File: src/rtl/pipe_stage_buf.sv
// Pipeline stage buffer: head register plus optional skid entry.
// Define PIPE_STAGE_SKID_EN for the two-entry registered-ready build.
module pipe_stage_buf #(
  parameter int          ADDR_W   = 16,
  parameter int          DATA_W   = 32,
  parameter logic [31:0] NOP_INST = 32'h00000013,
  parameter int          CNT_W    = 16
) (
  input  logic              clk,
  input  logic              rst,
  input  logic              flush,
  input  logic              in_valid,
  output logic              in_ready,
  input  logic [ADDR_W-1:0] in_pc_plus4,
  input  logic [DATA_W-1:0] in_inst,
  input  logic [DATA_W-1:0] in_alu_out,
  input  logic [DATA_W-1:0] in_ld_data,
  output logic              out_valid,
  input  logic              out_ready,
  output logic [ADDR_W-1:0] out_pc_plus4,
  output logic [DATA_W-1:0] out_inst,
  output logic [DATA_W-1:0] out_alu_out,
  output logic [DATA_W-1:0] out_ld_data,
  output logic [1:0]        occupancy,
  output logic [CNT_W-1:0]  stall_cnt
);

  // DATA_W must be at least 32 so the bubble encoding fits out_inst.
  typedef struct packed {
    logic [ADDR_W-1:0] pc_plus4;
    logic [DATA_W-1:0] inst;
    logic [DATA_W-1:0] alu_out;
    logic [DATA_W-1:0] ld_data;
  } ent_t;

  typedef enum logic [1:0] {
    EMPTY = 2'd0,
    ONE   = 2'd1,
    TWO   = 2'd2
  } state_t;

  state_t     state_q;
  state_t     state_d;
  ent_t       head_q;
  ent_t       in_ent;
  logic       in_fire;
  logic       out_fire;
  logic       ld_head_in;
  logic       ld_head_skid;
  logic       ld_skid;
  logic [CNT_W-1:0] stall_q;

  assign in_ent = '{
    pc_plus4: in_pc_plus4,
    inst:     in_inst,
    alu_out:  in_alu_out,
    ld_data:  in_ld_data
  };

  assign out_valid = (state_q != EMPTY);
  assign in_fire   = in_valid & in_ready;
  assign out_fire  = out_valid & out_ready;
  assign occupancy = state_q;

`ifdef PIPE_STAGE_SKID_EN
  ent_t skid_q;
  logic in_ready_q;

  assign in_ready = in_ready_q;
`else
  assign in_ready = ~out_valid | out_ready;
`endif

  // State register
  always_ff @(posedge clk or posedge rst) begin
    if (rst) state_q <= EMPTY;
    else     state_q <= state_d;
  end

  // Next state and load enables; flush overrides everything
  always_comb begin
    state_d      = state_q;
    ld_head_in   = 1'b0;
    ld_head_skid = 1'b0;
    ld_skid      = 1'b0;
    unique case (state_q)
      EMPTY: begin
        if (in_fire) begin
          ld_head_in = 1'b1;
          state_d    = ONE;
        end
      end
      ONE: begin
        if (in_fire && out_fire) begin
          ld_head_in = 1'b1;
`ifdef PIPE_STAGE_SKID_EN
        end else if (in_fire) begin
          ld_skid = 1'b1;
          state_d = TWO;
`endif
        end else if (out_fire) begin
          state_d = EMPTY;
        end
      end
`ifdef PIPE_STAGE_SKID_EN
      TWO: begin
        if (out_fire) begin
          ld_head_skid = 1'b1;
          state_d      = ONE;
        end
      end
`endif
      default: state_d = EMPTY;
    endcase
    if (flush) begin
      state_d      = EMPTY;
      ld_head_in   = 1'b0;
      ld_head_skid = 1'b0;
      ld_skid      = 1'b0;
    end
  end

  // Head payload register
  always_ff @(posedge clk or posedge rst) begin
    if (rst) begin
      head_q <= '0;
    end else if (ld_head_in) begin
      head_q <= in_ent;
`ifdef PIPE_STAGE_SKID_EN
    end else if (ld_head_skid) begin
      head_q <= skid_q;
`endif
    end
  end

`ifdef PIPE_STAGE_SKID_EN
  // Skid payload register
  always_ff @(posedge clk or posedge rst) begin
    if (rst)          skid_q <= '0;
    else if (ld_skid) skid_q <= in_ent;
  end

  // Ready is registered from next state: low only while full
  always_ff @(posedge clk or posedge rst) begin
    if (rst) in_ready_q <= 1'b1;
    else     in_ready_q <= (state_d != TWO);
  end
`else
  logic unused_skid;
  assign unused_skid = ld_head_skid | ld_skid;
`endif

  // Saturating backpressure counter, independent of flush
  always_ff @(posedge clk or posedge rst) begin
    if (rst) begin
      stall_q <= '0;
    end else if (out_valid && !out_ready &&
                 stall_q != {CNT_W{1'b1}}) begin
      stall_q <= stall_q + 1'b1;
    end
  end

  assign stall_cnt = stall_q;

  // Bubble out a NOP with zero payload when nothing is held
  always_comb begin
    out_pc_plus4 = '0;
    out_inst     = DATA_W'(NOP_INST);
    out_alu_out  = '0;
    out_ld_data  = '0;
    if (out_valid) begin
      out_pc_plus4 = head_q.pc_plus4;
      out_inst     = head_q.inst;
      out_alu_out  = head_q.alu_out;
      out_ld_data  = head_q.ld_data;
    end
  end

endmodule

File: config.mk
export PLATFORM = sky130hd
export DESIGN_NAME = pipe_stage_buf
export DESIGN_NICKNAME = d
export VERILOG_FILES = /design/src/rtl/pipe_stage_buf.sv
export SDC_FILE = /design/constraint.sdc
export NUM_CORES = 1
export LEC_CHECK = 0
export BUFFER_PORTS_ARGS = -buffer_cell sky130_fd_sc_hd__buf_2
export CORE_MARGIN = 2
export CORE_UTILIZATION = 51
export DETAILED_ROUTE_END_ITERATION = 10
export GPL_TIMING_DRIVEN = 0
export PLACE_DENSITY = 0.85
export SYNTH_ARGS = -nofsm -noshare
export SYNTH_HDL_FRONTEND = slang
export SYNTH_SLANG_ARGS = --single-unit
export TNS_END_PERCENT = 5
File: constraint.sdc
create_clock -name clk -period 11.55 [get_ports clk]
set_input_delay 1.155 -clock clk [delete_from_list [all_inputs] [get_ports clk]]
set_output_delay 1.155 -clock clk [all_outputs]
set_load 0.01 [all_outputs]
==> results.yml <==
run_status:
  status: "finished, final reports clean"
layout:
  instances_no_fill: 863
  antennaDiodeCount: 0
  multi_input_area_sq_mm: 0.00237
  syn_to_final_growth_pct: 35.1
  final_common_cell: "buf_2"
  fillers: 788
  drive_above_1_share_pct: 56.8
  layout.nets: 828
  area.sequential_sq_mm: 0.00323
  mostFrequentLayoutCells: "buf_2, dfrtp_1, mux2_2"
pwr:
  p_leak_uw: 0.00397
  vdd.ir_drop.worst_v: 0.0000954
  power.density_mw_per_mm2: 169
  finalPower_uw: 1310
logic_synthesis:
  netlist_top_cells_area: "dfrtp_1, mux2_2, and2_1"
  synth.distinct_cells: 34
  synth_top_area_share_pct: 56.0
  syn_area_per_cell_sq_um: 13.0
  ys.warnings.count: 0
  syn_area_sq_mm: 0.00576
  syn-num-nets: 561
  ys_ff_latch: 129
  synth_edf_count: 0
  synth_top_cell_by_area: "dfrtp_1"
  synthArstFlopShare_pct: 100
  syn_inst: 443
  synth_ff_type: "dfrtp_1"
  ys_seq_area_share_pct: 56.0
worst_setup_path:
  cp-end-kind: "output pin"
  start_kind: "flip-flop"
  cpPeakStageDelay_ns: 0.55
  crit_path_top_delay_cell: "clkbuf_1"
  cp_common_cell: "clkbuf_1"
  arrival_ns: 2.19
  worstPathCellList: "clkbuf_1 > clkbuf_1 > and2_1 > buf_2"
  worstSetupPathType: "reg -> out"
  path_max_fanout: 10
  r2r_slack_ns: 9.29
  cp.required_ns: 10.40
clock_tree:
  path_clk_slew_ns: 0.05
  htreeDepth: 4
  post_cts_buffers: 0
  cts_inserted_buffers: 17
  postCtsHoldBufs: 0
  clk_latency_ns: 0.41
  cts.sinks: 129
  root_buffer: "clkbuf_16"
  clock_path_buffers: 2
  cts_resized: 0
  cts_tree: "yes"
timing:
  fin_crit_sh_pct: 29.0
  rsz0062_at_grt: "false"
  relSlewSlack_pct: 56.8
  finalSetupViolCount: 0
  min_period_ns: 3.35
  report.final.slew_viol_count: 0
  tightestPinTransition_ns: 0.648
  hold_ws_ns: 0.496
  hold_viol: 0
  fin_setup_tns_ns: 0
  finClkSkew_ns: 0.00675
  fmax_mhz: 299
die:
  ioPinCount: 249
  die_w_um: 110
  die_area_sq_mm: 0.0122
  rows: 38
  die_h_um: 110
  coreArea_sq_mm: 0.0109
  start_util_pct: 52.7
route:
  antenna_left: 0
  via_per_inst: 5.07
  dr.pass1.iters: 4
  drc: 0
  wl_per_cell_um: 16.2
  num_vias: 4378
  drt-total-wl_um: 14000
  drt_iter0_markers: 205
flow_run:
  cap_violations: 0
global_route:
  antenna_found_initial: 0
  grt_max_degree: 66
  grt_first_pass_wirelength_um: 21200
  grt_use_total_pct: 23.2
  grt_pass1_vias: 4529
  grt_overflow: 0
placed_design:
  placed_cells: 831
  numPortBuffers: 247
  hpwl_um: 10400
  gp_congestion: 0.846
worst_hold_path:
  hp-class: "reg -> reg"
[flip-flops by register name, summed over array words and instances, names as in the netlist]
name,cells
head_q,112
stall_cnt,16
occupancy,1
[path summary, 6_finish.rpt]
path / startpoint / endpoint / cells after the start
setup / recovery: occupancy[0] / out_ld_data[24] / 4
hold / removal: head_q[70] / head_q[70] / 1
setup reg to reg: occupancy[0] / head_q[80] / 5
hold reg to reg: head_q[70] / head_q[70] / 1
max in group asynchronous: rst / head_q[89] / 3
min in group asynchronous: rst / head_q[47] / 2
[layer usage]
| metal | part of all wire, % | global-route usage (%) | vias up |
|---|---|---|---|
| met5 | 0 | 0 | - |
| met4 | 2.0 | 9.55 | 0 |
| met3 | 7.0 | 7.17 | 26 |
| met2 | 53 | 42.3 | 169 |
| met1 | 38 | 24.8 | 2152 |
| li1 | - | - | 2031 |
[Yosys cell counts (all sizes together), types with 3 or more instances]
cell / n
nor3: 4
inv: 4
buf: 15
nor2: 6
dfrtp: 129
xor2: 8
mux2: 115
a21oi: 4
clkbuf: 12
nor4: 5
nand2b: 4
nand4: 3
and2: 109
nand2: 7
[kinds of logic (layout without fill, tap and decap cells)]
logic type / after synthesis / in the layout / synth area share (%)
simple gates: 147 / 147 / 16.0
flops: 129 / 129 / 56.0
xor+xnor: 9 / 9 / 1.37
buf+inv: 31 / 311 / 2.89
compound gates: 10 / 10 / 0.999
mux: 115 / 115 / 22.5
fa+ha+maj: 1 / 1 / 0.217
other cells: 1 / 1 / 0.0651
[worst max-delay path: cells and delay by family (launching register included)]
family | cells | cell delay (ns)
flip-flops | 1 | 0.53
AND/OR/NAND/NOR | 1 | 0.20
buffers and inverters | 3 | 1.05
[where the power goes]
| part | switching [uW] | total (uW) | internal [uW] | leakage, uW |
|---|---|---|---|---|
| sequential | 43.3 | 572 | 529 | 0.00154 |
| combinational | 100 | 224 | 124 | 0.00214 |
| clock | 182 | 517 | 335 | 0.000290 |
| total | 326 | 1310 | 987 | 0.00397 |
[through the flow]
step	util, %	setup slack [ns]	instance area, sq um
floorplan	-	6.95	5760
global placement	65.6	5.71	7170
detailed placement	65.9	8.58	7210
CTS	71.2	8.18	7790
global route	71.2	8.04	7790
finish	71.2	8.20	7790
[final cells by class]
type                            instances  share of cell area (%)
Clock buffer                           28                    6.89
Sequential cell                       129                    41.4
Multi-Input combinational cell        283                    30.4
Tap cell                              140                    2.25
Buffer                                 27                    1.94
Inverter                                4                   0.257
Clock inverter                          4                   0.578
Timing Repair Buffer                  248                    16.2
No activity file was read; power rests on OpenSTA's default activity.
